--- config.mk ---
export PLATFORM = sky130hd
export DESIGN_NAME = icmp_echo_reply_tx
export DESIGN_NICKNAME = d
export VERILOG_FILES = /design/src/rtl/icmp_echo_reply_tx.sv
export SDC_FILE = /design/constraint.sdc
export NUM_CORES = 2
export LEC_CHECK = 0
export ABC_CLOCK_PERIOD_IN_PS = 47600
export CORE_AREA = 8 8 339 341
export CTS_CLUSTER_DIAMETER = 60
export CTS_CLUSTER_SIZE = 14
export DETAILED_ROUTE_END_ITERATION = 12
export DIE_AREA = 0 0 347 349
export PLACE_DENSITY = 0.68
export SLEW_MARGIN = 15
export SYNTH_ARGS = -nofsm -noshare
export SYNTH_HDL_FRONTEND = slang
export SYNTH_SLANG_ARGS = --single-unit
export TNS_END_PERCENT = 1
--- constraint.sdc ---
create_clock -name clk_i -period 47.6 [get_ports clk_i]
set_input_delay 9.52 -clock clk_i [delete_from_list [all_inputs] [get_ports clk_i]]
set_output_delay 9.52 -clock clk_i [all_outputs]
set_load 0.05 [all_outputs]
--- src/rtl/icmp_echo_reply_tx.sv ---
// -----------------------------------------------------------------------------
// icmp_echo_reply_tx
//
// Builds an ICMP echo reply from one already-validated 98-byte
// Ethernet/IPv4/ICMP echo-request frame (proto_frame_t layout, 784 bits,
// dst_mac in bits [783:736]) and streams it MSB-first, one byte per
// handshake, to the MAC TX path.
//
// Flow: IDLE -> CSUM (40 cycles, one 16-bit word per cycle) -> FOLD (1 cycle)
//       -> SEND (98 bytes) -> IDLE.
//
// Ports:
//   clk_i        clock
//   rst_ni       asynchronous active-low reset
//   mac_addr_i   local MAC, sampled on request accept
//   ip_addr_i    local IPv4 address, sampled on request accept
//   req_valid_i  request frame valid
//   req_ready_o  block can accept a request (high only in IDLE)
//   req_frame_i  request frame
//   tx_data_o    reply byte
//   tx_valid_o   tx_data_o valid (high throughout SEND)
//   tx_ready_i   sink accepts byte
//   tx_last_o    final byte (byte 97) of the reply
//   busy_o       high in any state other than IDLE
//   reply_cnt_o  completed replies, wraps at 0xFFFF -> 0
// -----------------------------------------------------------------------------
module icmp_echo_reply_tx #(
  parameter logic [7:0]  P_TTL        = 8'h40,
  parameter logic [15:0] P_IP_ID_INIT = 16'h0000
) (
  input  logic         clk_i,
  input  logic         rst_ni,
  input  logic [47:0]  mac_addr_i,
  input  logic [31:0]  ip_addr_i,
  input  logic         req_valid_i,
  output logic         req_ready_o,
  input  logic [783:0] req_frame_i,
  output logic [7:0]   tx_data_o,
  output logic         tx_valid_o,
  input  logic         tx_ready_i,
  output logic         tx_last_o,
  output logic         busy_o,
  output logic [15:0]  reply_cnt_o
);

  typedef enum logic [1:0] {
    IDLE = 2'd0,
    CSUM = 2'd1,
    FOLD = 2'd2,
    SEND = 2'd3
  } state_t;

  state_t state_q, state_nxt;

  logic [783:0] frame_q;
  logic [31:0]  ip_acc_q;
  logic [31:0]  icmp_acc_q;
  logic [5:0]   k_q;
  logic [6:0]   b_q;
  logic [15:0]  ip_id_q;
  logic [15:0]  reply_cnt_q;

  logic         accept;
  logic         tx_hs;
  logic         last_hs;
  logic [9:0]   word_off;
  logic [15:0]  csum_word;
  logic [783:0] reply_frame;

  // Fields of the request that the reply never uses.
  logic unused_req_bits;
  assign unused_req_bits = ^{req_frame_i[783:736], req_frame_i[687:664],
                             req_frame_i[639:576], req_frame_i[543:480]};

  // Two end-around-carry folds, then one's complement.
  function automatic logic [15:0] fold_csum(input logic [31:0] s);
    logic [31:0] t1;
    logic [31:0] t2;
    t1 = {16'h0000, s[15:0]} + {16'h0000, s[31:16]};
    t2 = {16'h0000, t1[15:0]} + {16'h0000, t1[31:16]};
    return ~t2[15:0];
  endfunction

  assign accept  = req_valid_i && (state_q == IDLE);
  assign tx_hs   = (state_q == SEND) && tx_ready_i;
  assign last_hs = tx_hs && (b_q == 7'd97);

  // Reply frame as assembled at accept; both checksum fields start at zero
  // so the CSUM walk can treat the frame register as its only source.
  assign reply_frame = {req_frame_i[735:688],            // dst_mac = req.src_mac
                        mac_addr_i,                      // src_mac
                        16'h0800,                        // ethertype
                        4'h4, 4'h5,                      // version, ihl
                        req_frame_i[663:656],            // tos
                        req_frame_i[655:640],            // ip_length
                        ip_id_q,                         // ip_id
                        3'b010, 13'd0,                   // flags, frag_off
                        P_TTL, 8'h01,                    // ttl, protocol
                        16'h0000,                        // ip checksum
                        ip_addr_i,                       // ip_src
                        req_frame_i[575:544],            // ip_dst = req.ip_src
                        8'h00, 8'h00,                    // icmp type, code
                        16'h0000,                        // icmp checksum
                        req_frame_i[479:0]};             // id, seq, data

  // Bit offset of the word summed at step k. The IP checksum word (591) is
  // skipped between k=4 and k=5; the ICMP checksum word (495) between k=9
  // and k=10. From k=10 on, id, seq and data are contiguous.
  always_comb begin
    logic [9:0] k_ext;
    k_ext = {4'd0, k_q};
    if (k_q < 6'd5) begin
      word_off = 10'd671 - (k_ext << 4);
    end else if (k_q < 6'd9) begin
      word_off = 10'd655 - (k_ext << 4);
    end else if (k_q == 6'd9) begin
      word_off = 10'd511;
    end else begin
      word_off = 10'd639 - (k_ext << 4);
    end
  end

  assign csum_word = frame_q[word_off -: 16];

  always_comb begin
    state_nxt = state_q;
    case (state_q)
      IDLE:    if (accept)        state_nxt = CSUM;
      CSUM:    if (k_q == 6'd39)  state_nxt = FOLD;
      FOLD:                       state_nxt = SEND;
      SEND:    if (last_hs)       state_nxt = IDLE;
      default:                    state_nxt = IDLE;
    endcase
  end

  always_ff @(posedge clk_i or negedge rst_ni) begin
    if (!rst_ni) begin
      state_q     <= IDLE;
      k_q         <= 6'd0;
      b_q         <= 7'd0;
      ip_id_q     <= P_IP_ID_INIT;
      reply_cnt_q <= 16'h0000;
    end else begin
      state_q <= state_nxt;
      if (accept) begin
        k_q <= 6'd0;
      end else if ((state_q == CSUM) && (k_q != 6'd39)) begin
        k_q <= k_q + 6'd1;
      end
      if (state_q == FOLD) begin
        b_q <= 7'd0;
      end else if (tx_hs) begin
        b_q <= b_q + 7'd1;
      end
      if (last_hs) begin
        reply_cnt_q <= reply_cnt_q + 16'h0001;
        ip_id_q     <= ip_id_q + 16'h0001;
      end
    end
  end

  // ---- datapath: frame register and accumulators (no reset needed) ----
  always_ff @(posedge clk_i) begin
    case (state_q)
      IDLE: begin
        if (accept) begin
          frame_q    <= reply_frame;
          ip_acc_q   <= 32'h0;
          icmp_acc_q <= 32'h0;
        end
      end
      CSUM: begin
        if (k_q < 6'd9) begin
          ip_acc_q <= ip_acc_q + {16'h0000, csum_word};
        end else begin
          icmp_acc_q <= icmp_acc_q + {16'h0000, csum_word};
        end
      end
      FOLD: begin
        frame_q[591:576] <= fold_csum(ip_acc_q);
        frame_q[495:480] <= fold_csum(icmp_acc_q);
      end
      SEND: begin
        // The current byte always sits in the top 8 bits.
        if (tx_ready_i) begin
          frame_q <= {frame_q[775:0], 8'h00};
        end
      end
      default: ;
    endcase
  end

  assign req_ready_o = (state_q == IDLE);
  assign busy_o      = (state_q != IDLE);
  assign tx_valid_o  = (state_q == SEND);
  assign tx_last_o   = (state_q == SEND) && (b_q == 7'd97);
  assign tx_data_o   = (state_q == SEND) ? frame_q[783:776] : 8'h00;
  assign reply_cnt_o = reply_cnt_q;

endmodule

==> impl_metrics.env <==
export IMPL_synth_edf_count=848
export IMPL_place_ws_ns=34.08
export IMPL_synth_cell_types=89
export IMPL_postCtsSetupRepairBufs=0
export IMPL_globalRoute_totalOverflow=0
export IMPL_end_kind="output port"
export IMPL_drt_total_wl_um=175000
export IMPL_cp_start_kind="flip-flop"
export IMPL_min_period_ns=13.23
export IMPL_max_cap_viol_count=0
export IMPL_tritoncts="built"
export IMPL_ys_seq_elements=895
export IMPL_clock_skew_ns=0.0362
export IMPL_synth_cells=3871
export IMPL_areaGrowthSynthToFinish_pct=23.5
export IMPL_rsz0062_at_grt="false"
export IMPL_use_met2=0.459
export IMPL_clockRootBuffer="clkbuf_16"
export IMPL_drt_iter0_markers=3604
export IMPL_drc_errors=0
export IMPL_min_period_over_period=0.278
export IMPL_cts_resized=0
export IMPL_ys_warn_count=0
export IMPL_setup_tns_ns=0
export IMPL_busiest_layer="met2"
export IMPL_antenna_found_initial=66
export IMPL_drv_slew=0
export IMPL_gr_usage_met1=0.336
export IMPL_synth_most_common_cell="edfxtp_1"
export IMPL_worst_slew_pin_transition_ns=1.27
export IMPL_fmax_ghz=0.0756
export IMPL_setup_violations=0
export IMPL_leakagePower_nw=21.1
export IMPL_grt_pass1_wl_um=246000
export IMPL_ys_seq_area_frac=0.554
export IMPL_dp_hpwl_um=131000
export IMPL_path_class="reg2out"
export IMPL_start_util=0.439
export IMPL_dieArea_um2=121000
export IMPL_p_per_area_nw_per_um2=89.4
export IMPL_cts_buffers=90
export IMPL_clk_latency_ns=0.69
export IMPL_cts_hold_buf=0
export IMPL_cts_buffer_depth=3
export IMPL_h_tree_depth=3
export IMPL_synth_area_leader_cell="edfxtp_1"
export IMPL_async_reset_ff_frac=0.0525
export IMPL_track_usage=0.275
export IMPL_syn_cell_area_um2=48100
export IMPL_crit_required_ns=38.08
export IMPL_layout_drive_gt1_share=0.199
export IMPL_relSlewSlack=0.154
export IMPL_die_x_um=347
export IMPL_synth_top_area_share=0.530
export IMPL_synth_flop_cell="edfxtp_1"
export IMPL_hold_violations=0
export IMPL_grt_max_degree=204
export IMPL_post_drt_via_cell_ratio=5.94
export IMPL_cts_sinks=895
export IMPL_firstDrtPassIters=5
export IMPL_clk_pin_slew_ns=0.07
export IMPL_syn_mean_instance_area_um2=12.4
export IMPL_peakVddDrop_mv=0.0925
export IMPL_fin_ws_ns=34.37
export IMPL_gp_congestion=0.944
export IMPL_outcome="completed"
export IMPL_yosys_top_cells_area="edfxtp_1 (53%), mux2_2 (16%), nand2_1 (4.1%), mux2i_1 (2.7%), dfrtp_1 (2.4%)"
export IMPL_wl_per_cell_um=29.2
export IMPL_core_um2=110000
export IMPL_ios=896
export IMPL_synthTopCellsByCount="edfxtp_1 (848), mux2_2 (676), nand2_1 (529)"
export IMPL_worstPathArrival_ns=3.71
export IMPL_grt_pass1_vias=35100
export IMPL_crit_path_max_fanout=65
export IMPL_gr_usage_met3=0.0803
export IMPL_hold_path_class="reg2reg"
export IMPL_rows=122
export IMPL_die_h_um=349
export IMPL_io_buffers=695
export IMPL_num_vias=35600
export IMPL_drt_antenna_violating_nets=0
export IMPL_final_nets=5418
export IMPL_syn_nets=4828
critical path, cell delays in order, from the launching register on:
cell and delay [ns]:
dfrtp_1 0.43, ha_4 0.71, inv_1 0.24, nor4_1 0.65, clkdlybuf4s50_1 0.97
area by class of cell:
class	instances	area, um^2
diodes	48	120
clock inverters	46	528
clock buffers	108	2400
inverters	32	120
fillers	9292	50300
well taps	1426	1780
flip-flops and latches	895	26600
repair buffers	746	7410
multi-input cells	2696	20300
layout by cell type, fill, tap and decap left out, drive strengths merged, types with 28 or more instances in the layout:
cell type,synthesis,routed
edfxtp,848,848
clkdlybuf4s50,0,694
mux2,676,676
nand2,529,529
nand3,205,205
mux2i,129,129
a21oi,126,126
nor2,109,109
clkbuf,165,108
and2,87,87
ha,85,85
o21ai,83,83
xnor2,71,71
xor2,59,59
a31oi,59,59
buf,83,52
diode,0,48
a32oi,48,48
dfrtp,47,47
inv,32,45
nand4,40,40
and3,38,38
o211ai,28,28
report_power, final:
group | internal [W] | switching, W | total [W]
Clock | 0.000398 | 0.000335 | 0.000733
Sequential | 0.00148 | 0.000268 | 0.00175
Combinational | 0.000995 | 0.00183 | 0.00282
Total | 0.00287 | 0.00243 | 0.00531
routing by layer:
metal / wire length (um) / up-vias / share of wire
li1: - / 15900 / -
met4: 6880 / 36 / 0.039
met5: 234 / - / 0.0013
met2: 84700 / 1554 / 0.48
met3: 16900 / 289 / 0.096
met1: 66700 / 17800 / 0.38
flip-flops by register name (all words and copies together), names as in the netlist:
| register | flops |
|---|---|
| reply_cnt_o | 16 |
| ip_id_q | 16 |
| b_q | 7 |
| icmp_acc_q | 32 |
| frame_q | 784 |
| k_q | 6 |
| state_q | 2 |
| ip_acc_q | 32 |
stage by stage:
| step | util | hold WS (ns) | std cells | power, W | cell area [um^2] |
|---|---|---|---|---|---|
| finish | 0.541 | 0.480 | 5997 | 0.00531 | 59300 |
| global route | 0.541 | 0.506 | 5974 | 0.00558 | 59300 |
| CTS | 0.540 | 0.483 | 5949 | 0.00529 | 59200 |
| detailed placement | 0.514 | 0.472 | 5795 | 0.00454 | 56300 |
| global placement | 0.514 | 0.462 | 5795 | 0.00451 | 56300 |
| floorplan | - | 0.442 | 3871 | 0.00387 | 48100 |
logic make-up (layout without fill, tap and decap cells):
logic type / Yosys count / in the layout / share of synthesized area
compound gates: 531 / 531 / 0.0757
other cells: 0 / 48 / 0
xor+xnor: 130 / 130 / 0.0242
simple gates: 1141 / 1141 / 0.112
mux: 805 / 805 / 0.185
fa+ha+maj: 89 / 89 / 0.0238
flops: 895 / 895 / 0.554
buf+inv: 280 / 932 / 0.0246
path summary, 6_finish.rpt:
check                                              to  cells past startpoint                    start  slack, ns
setup / recovery                            tx_last_o                      4   state_q[0]$_DFFE_PN0P_      34.37
hold / removal                ip_id_q[15]$_DFFE_PN0P_                      1  ip_id_q[15]$_DFFE_PN0P_       0.48
setup reg to reg           ip_acc_q[23]$_SDFFCE_PN0P_                     22       k_q[1]$_DFFE_PN0P_      39.11
hold reg to reg               ip_id_q[15]$_DFFE_PN0P_                      1  ip_id_q[15]$_DFFE_PN0P_       0.48
max in group asynchronous  reply_cnt_o[9]$_DFFE_PN0P_                      2                   rst_ni      38.18
min in group asynchronous     ip_id_q[15]$_DFFE_PN0P_                      2                   rst_ni       8.94
Note: power is estimated with default switching activity, not from simulation.
